--- src/rtl/pipeline_ctrl.sv ---
// pipeline_ctrl: 5-stage pipeline sequencer. It handles load-use stalls,
// flushes on control transfers, run/drain sequencing and performance counters.
module pipeline_ctrl (
  input  logic        clk,
  input  logic        arst_n,
  input  logic        enable,
  input  logic [4:0]  rs_id,
  input  logic [4:0]  rt_id,
  input  logic        uses_rt_id,
  input  logic        mem_read_ex,
  input  logic [4:0]  rt_ex,
  input  logic        branch_mem,
  input  logic        zero_mem,
  input  logic        jump_mem,
  input  logic        clr_cnt,
  output logic        pc_en,
  output logic        if_id_en,
  output logic        id_ex_en,
  output logic        ex_mem_en,
  output logic        bubble_ex,
  output logic        flush_if_id,
  output logic        flush_id_ex,
  output logic        flush_ex_mem,
  output logic [1:0]  state,
  output logic [31:0] cycle_cnt,
  output logic [15:0] stall_cnt,
  output logic [15:0] flush_cnt
);

  localparam int unsigned CYC_W   = 32;
  localparam int unsigned EVT_W   = 16;
  localparam int unsigned DRAIN_W = 2;

  typedef enum logic [1:0] {
    S_IDLE  = 2'b00,
    S_RUN   = 2'b01,
    S_FLUSH = 2'b10,
    S_DRAIN = 2'b11
  } state_t;

  state_t               r_state;
  state_t               w_next_state;
  logic [DRAIN_W-1:0]   r_drain_cnt;
  logic [DRAIN_W-1:0]   w_drain_next;
  logic [CYC_W-1:0]     r_cycle_cnt;
  logic [EVT_W-1:0]     r_stall_cnt;
  logic [EVT_W-1:0]     r_flush_cnt;
  logic                 w_hazard;
  logic                 w_redirect;
  logic                 w_stall_inc;
  logic                 w_flush_inc;

  // Load-use hazard against the IF/ID sources, and taken control transfer in MEM
  always_comb begin
    w_hazard   = mem_read_ex && (rt_ex != 5'd0) &&
                 ((rt_ex == rs_id) || (uses_rt_id && (rt_ex == rt_id)));
    w_redirect = (branch_mem && zero_mem) || jump_mem;
  end

  // Next-state, drain counter and zero-latency stage control
  always_comb begin
    w_next_state = r_state;
    w_drain_next = r_drain_cnt;
    w_stall_inc  = 1'b0;
    w_flush_inc  = 1'b0;
    pc_en        = 1'b0;
    if_id_en     = 1'b0;
    id_ex_en     = 1'b0;
    ex_mem_en    = 1'b0;
    bubble_ex    = 1'b0;
    flush_if_id  = 1'b0;
    flush_id_ex  = 1'b0;
    flush_ex_mem = 1'b0;
    unique case (r_state)
      S_IDLE: begin
        if (enable) w_next_state = S_RUN;
      end
      S_RUN: begin
        pc_en     = 1'b1;
        if_id_en  = 1'b1;
        id_ex_en  = 1'b1;
        ex_mem_en = 1'b1;
        if (w_redirect) begin
          // Redirect wins over a simultaneous load-use stall
          flush_if_id  = 1'b1;
          flush_id_ex  = 1'b1;
          flush_ex_mem = 1'b1;
          w_flush_inc  = 1'b1;
          w_next_state = S_FLUSH;
        end else begin
          if (w_hazard) begin
            pc_en       = 1'b0;
            if_id_en    = 1'b0;
            bubble_ex   = 1'b1;
            w_stall_inc = 1'b1;
          end
          if (!enable) begin
            w_next_state = S_DRAIN;
            w_drain_next = DRAIN_W'(3);
          end
        end
      end
      S_FLUSH: begin
        // Discard the word the synchronous IMEM fetched from the stale PC
        pc_en       = 1'b1;
        if_id_en    = 1'b1;
        id_ex_en    = 1'b1;
        ex_mem_en   = 1'b1;
        flush_if_id = 1'b1;
        if (enable) begin
          w_next_state = S_RUN;
        end else begin
          w_next_state = S_DRAIN;
          w_drain_next = DRAIN_W'(3);
        end
      end
      S_DRAIN: begin
        bubble_ex    = 1'b1;
        id_ex_en     = 1'b1;
        ex_mem_en    = 1'b1;
        w_drain_next = (r_drain_cnt == '0) ? '0 : r_drain_cnt - DRAIN_W'(1);
        if (r_drain_cnt <= DRAIN_W'(1)) w_next_state = S_IDLE;
      end
      default: w_next_state = S_IDLE;
    endcase
  end

  // State and drain counter registers
  always_ff @(posedge clk or negedge arst_n) begin
    if (!arst_n) begin
      r_state     <= S_IDLE;
      r_drain_cnt <= '0;
    end else begin
      r_state     <= w_next_state;
      r_drain_cnt <= w_drain_next;
    end
  end

  // Performance counters: cycle wraps, stall/flush saturate, clear has priority
  always_ff @(posedge clk or negedge arst_n) begin
    if (!arst_n) begin
      r_cycle_cnt <= '0;
      r_stall_cnt <= '0;
      r_flush_cnt <= '0;
    end else if (clr_cnt) begin
      r_cycle_cnt <= '0;
      r_stall_cnt <= '0;
      r_flush_cnt <= '0;
    end else begin
      if (r_state != S_IDLE) r_cycle_cnt <= r_cycle_cnt + CYC_W'(1);
      if (w_stall_inc && (r_stall_cnt != {EVT_W{1'b1}}))
        r_stall_cnt <= r_stall_cnt + EVT_W'(1);
      if (w_flush_inc && (r_flush_cnt != {EVT_W{1'b1}}))
        r_flush_cnt <= r_flush_cnt + EVT_W'(1);
    end
  end

  assign state     = r_state;
  assign cycle_cnt = r_cycle_cnt;
  assign stall_cnt = r_stall_cnt;
  assign flush_cnt = r_flush_cnt;

endmodule

--- config.mk ---
export PLATFORM = sky130hd
export DESIGN_NAME = pipeline_ctrl
export DESIGN_NICKNAME = d
export VERILOG_FILES = /design/src/rtl/pipeline_ctrl.sv
export SDC_FILE = /design/constraint.sdc
export NUM_CORES = 1
export LEC_CHECK = 0
export BUFFER_PORTS_ARGS = -buffer_cell sky130_fd_sc_hd__buf_2
export CAP_MARGIN = 30
export CORE_MARGIN = 10
export CORE_UTILIZATION = 59
export CTS_BUF_LIST = sky130_fd_sc_hd__clkbuf_2
export DETAILED_ROUTE_END_ITERATION = 10
export PLACE_DENSITY = 0.84
export SYNTH_ARGS = -nofsm -noshare
export SYNTH_HDL_FRONTEND = slang
export SYNTH_SLANG_ARGS = --single-unit
--- constraint.sdc ---
create_clock -name clk -period 5.2 [get_ports clk]
set_input_delay 0 -clock clk [delete_from_list [all_inputs] [get_ports clk]]
set_output_delay 0 -clock clk [all_outputs]
set_load 0.005 [all_outputs]
==> results.tsv <==
stage	metric	value	unit
critical_path	cp.required	5.62	ns
synthesis	netlist_top_cells_count	68 x dfrtp_1, 61 x nor2_1, 28 x xor2_1	
critical_path	cp-start-kind	register	
clock_network	numCtsBuffers	9	
final_layout	nFillCells	518	
final_layout	synthToLayoutAreaGrowth	16.7	%
pwr	power.share.switching	33.9	%
critical_path	critPathKind	reg2reg	
critical_path	crit_chain	inv_1 -> ha_1 -> nand4b_1 -> nor3_1 -> buf_4 -> nand3_1 -> or3_1 -> a21oi_1	
synthesis	synth_ff_type	dfrtp_1	
final_layout	seqCellArea	1700	um^2
final_layout	drive_gt1_share	23.9	%
clock_network	htreeDepth	3	
global_route	grt_pass1_wl	15400	um
drt	drt_iter0_drc	207	
synthesis	avgSynthCellArea	9.26	um^2
critical_path	setup.worst_path.start	state[0]$_DFFE_PN0P_	
drt	drt-pass1-iter-count	4	
floorplan	start_util	60.6	%
clock_network	cts_tree	done	
global_route	grt_antenna_before_repair	0	
synthesis	synthTopCellsByArea	dfrtp_1 44%, xor2_1 6.4%, nor2_1 6.0%	
clock_network	clock_latency	0.48	ns
sta	drv_slew	0	
synthesis	synth_cell_types	47	
pwr	vdd.ir_drop.worst	0.210	mV
critical_path	crit_path_end	cycle_cnt[29]$_DFFE_PN0P_	
global_route	grt_pass1_vias	3361	
drt	wl_met2	4610	um
placed_design	place_ws	2.83	ns
synthesis	async_flop_share	100	%
worst_hold_path	whs_path_depth	5	
sta	finalCritPeriodShare	46.3	%
critical_path	r2r_setup_slack	2.79	ns
placed_design	dp_cells	573	
synthesis	syn_nets	447	
clock_network	post_cts_buffers	0	
placed_design	gp_congestion	0.827	
synthesis	synth_area	3840	um^2
floorplan	fp.dieArea	10100	um^2
drt	top_layer_used	met4	
clock_network	numClockSinks	68	
sta	min_period	2.41	ns
placed_design	place.detailed.hpwl	6680	um
run_status	status	finished clean	
synthesis	ys_ff_latch	68	
job	max-cap-violations	0	
sta	finalSetupViolations	0	
synthesis	synth_largest_area_cell	dfrtp_1	
critical_path	worst_r2r_path_depth	8	
floorplan	rows	29	
pwr	finalPower	1.21	mW
final_layout	n_antenna_cell	0	
sta	setup_tns	0	ns
pwr	p_comb_share	26.1	%
critical_path	cp_slowest_cell	dfrtp_1	
sta	fin_ws	2.79	ns
synthesis	yosysSeqAreaShare	44.3	%
critical_path	r2r-start	state[0]$_DFFE_PN0P_	
pwr	p_leak	2.15	nW
critical_path	cp_top_family	simple AND/OR/NAND/NOR gates	
pwr	p_clk_share	24.7	%
pwr	p_sw	0.409	mW
critical_path	cp.arrival	2.83	ns
synthesis	syn-instance-count	415	
pwr	p_per_area	269	nW/um^2
clock_network	cts_root_buffer	clkbuf_2	
critical_path	cp_max_fo	11	
drt	wl_met1	4050	um
final_layout	multi_input_area	2000	um^2
sta	finClkSkew	0.0242	ns
sta	tightest_slew	0.847	ns
global_route	grt_use_total	18.0	%
drt	ant_nets	0	
drt	drc	0	
drt	vias	3450	
critical_path	reg2reg_to	cycle_cnt[29]$_DFFE_PN0P_	
pwr	seqPwrFrac	49.3	%
synthesis	yosysTopAreaCellShare	44.3	%
sta	max_slew_margin	43.5	%
critical_path	cp.depth	8	
global_route	grt_max_degree	74	
pwr	p_int	0.797	mW
floorplan	ios	98	
final_layout	stdcell_count	591	
synthesis	synth_edf_count	0	
drt	drt-total-wl	9450	um
critical_path	end_kind	register	
floorplan	die_x	101	um
sta	hold_viol_final	0	
final_layout	final_util	70.7	%
sta	rsz0062_at_grt	no	
final_layout	final_area	4490	um^2
drt	wl_met3	690	um
critical_path	crit_buf_inv	2	
synthesis	yosysMostFrequentCell	dfrtp_1	
floorplan	fp.coreArea	6350	um^2
placed_design	portBuffers	97	
clock_network	clk_path_buf_depth	2	
critical_path	slowest_delay	0.52	ns
worst_hold_path	min_path_type	in2reg	
sta	holdWs	0.0815	ns
final_layout	final_nets	541	
floorplan	die_h	101	um
drt	wire_per_inst	16.0	um
clock_network	path_clk_slew	0.19	ns
placed_design	post_dp_cell_area	4360	um^2
synthesis	yosys_warnings	0	
sta	clock.fmax	0.416	GHz
global_route	grt.overflow.total	0	
drt	avgViaCountPerCell	5.84	
power groups by stage:
stage               registers (mW)  logic (mW)  clock network [mW]
finish                       0.594       0.315               0.297
floorplan                    0.599       0.206                   0
global route                 0.600       0.357               0.323
global placement             0.600       0.306                   0
CTS                          0.594       0.318               0.305
detailed placement           0.603       0.315                   0
repair_timing:
item / in CTS / in global routing
hold endpoints to repair: 72 / 0
hold buffers: 2 / 0
resized for setup: 0 / 0
cell type report:
cell class	instances	share of cell area [%]
clock buffers	10	1.12
clock inverters	6	1.23
inverters	10	0.836
multi-input cells	316	44.7
flip-flops and latches	68	37.9
well taps	77	2.15
repair buffers	104	12.1
how the worst min path moves through the flow:
stage | start | end | slack (ns)
after CTS | mem_read_ex | stall_cnt[14]$_DFFE_PN0P_ | 0.06
after floorplan | arst_n | cycle_cnt[0]$_DFFE_PN0P_ | -0.30
after detailed placement | arst_n | cycle_cnt[23]$_DFFE_PN0P_ | 0.25
after global routing | mem_read_ex | stall_cnt[13]$_DFFE_PN0P_ | 0.10
after global placement | arst_n | cycle_cnt[23]$_DFFE_PN0P_ | 0.25
final | mem_read_ex | stall_cnt[14]$_DFFE_PN0P_ | 0.08
metal layers:
metal | GRT usage (%) | vias to the layer above
li1 | - | 1659
met1 | 21.8 | 1681
met2 | 30.6 | 101
met3 | 4.53 | 9
met4 | 5.87 | 0
met5 | 0 | -
sequential cells by signal, indices dropped and copies added, names as in the netlist:
signal / cells
state: 2
stall_cnt: 16
cycle_cnt: 32
r_drain_cnt: 2
flush_cnt: 16
cells in the final DEF, fill, tap and decap left out, types with 3 or more instances in the layout:
cell,count
or3_1,4
nor3_1,12
inv_1,10
nand2_1,21
and2_1,6
dfrtp_1,68
nand4_1,20
nor2b_1,12
o31ai_1,6
xor2_1,28
buf_2,97
and4_1,6
nor2_1,61
and3_1,8
clkbuf_2,10
a21oi_1,20
mux2_2,3
mux2_1,5
nand3_1,23
o21ai_0,7
xnor2_1,23
nor4_1,7
or4_1,8
mux2i_1,3
ha_1,8
buf_4,5
worst reg2reg max path, delay by kind of cell (launching register included):
kind	cells	cell delay [ns]
buffers and inverters	2	0.33
flip-flops	1	0.52
adder cells (fa/ha/maj)	1	0.31
AND/OR/NAND/NOR	4	1.04
AO/OA/AOI/OAI	1	0.15
cells by family after synthesis:
kind of cell	count (synthesis)	share of synthesized area, %
compound gates	47	7.52
xor+xnor	51	11.6
fa+ha+maj	8	2.60
buf+inv	31	3.61
flops	68	44.3
mux	11	3.12
simple gates	199	27.3
No activity file was read; power rests on OpenSTA's default activity.
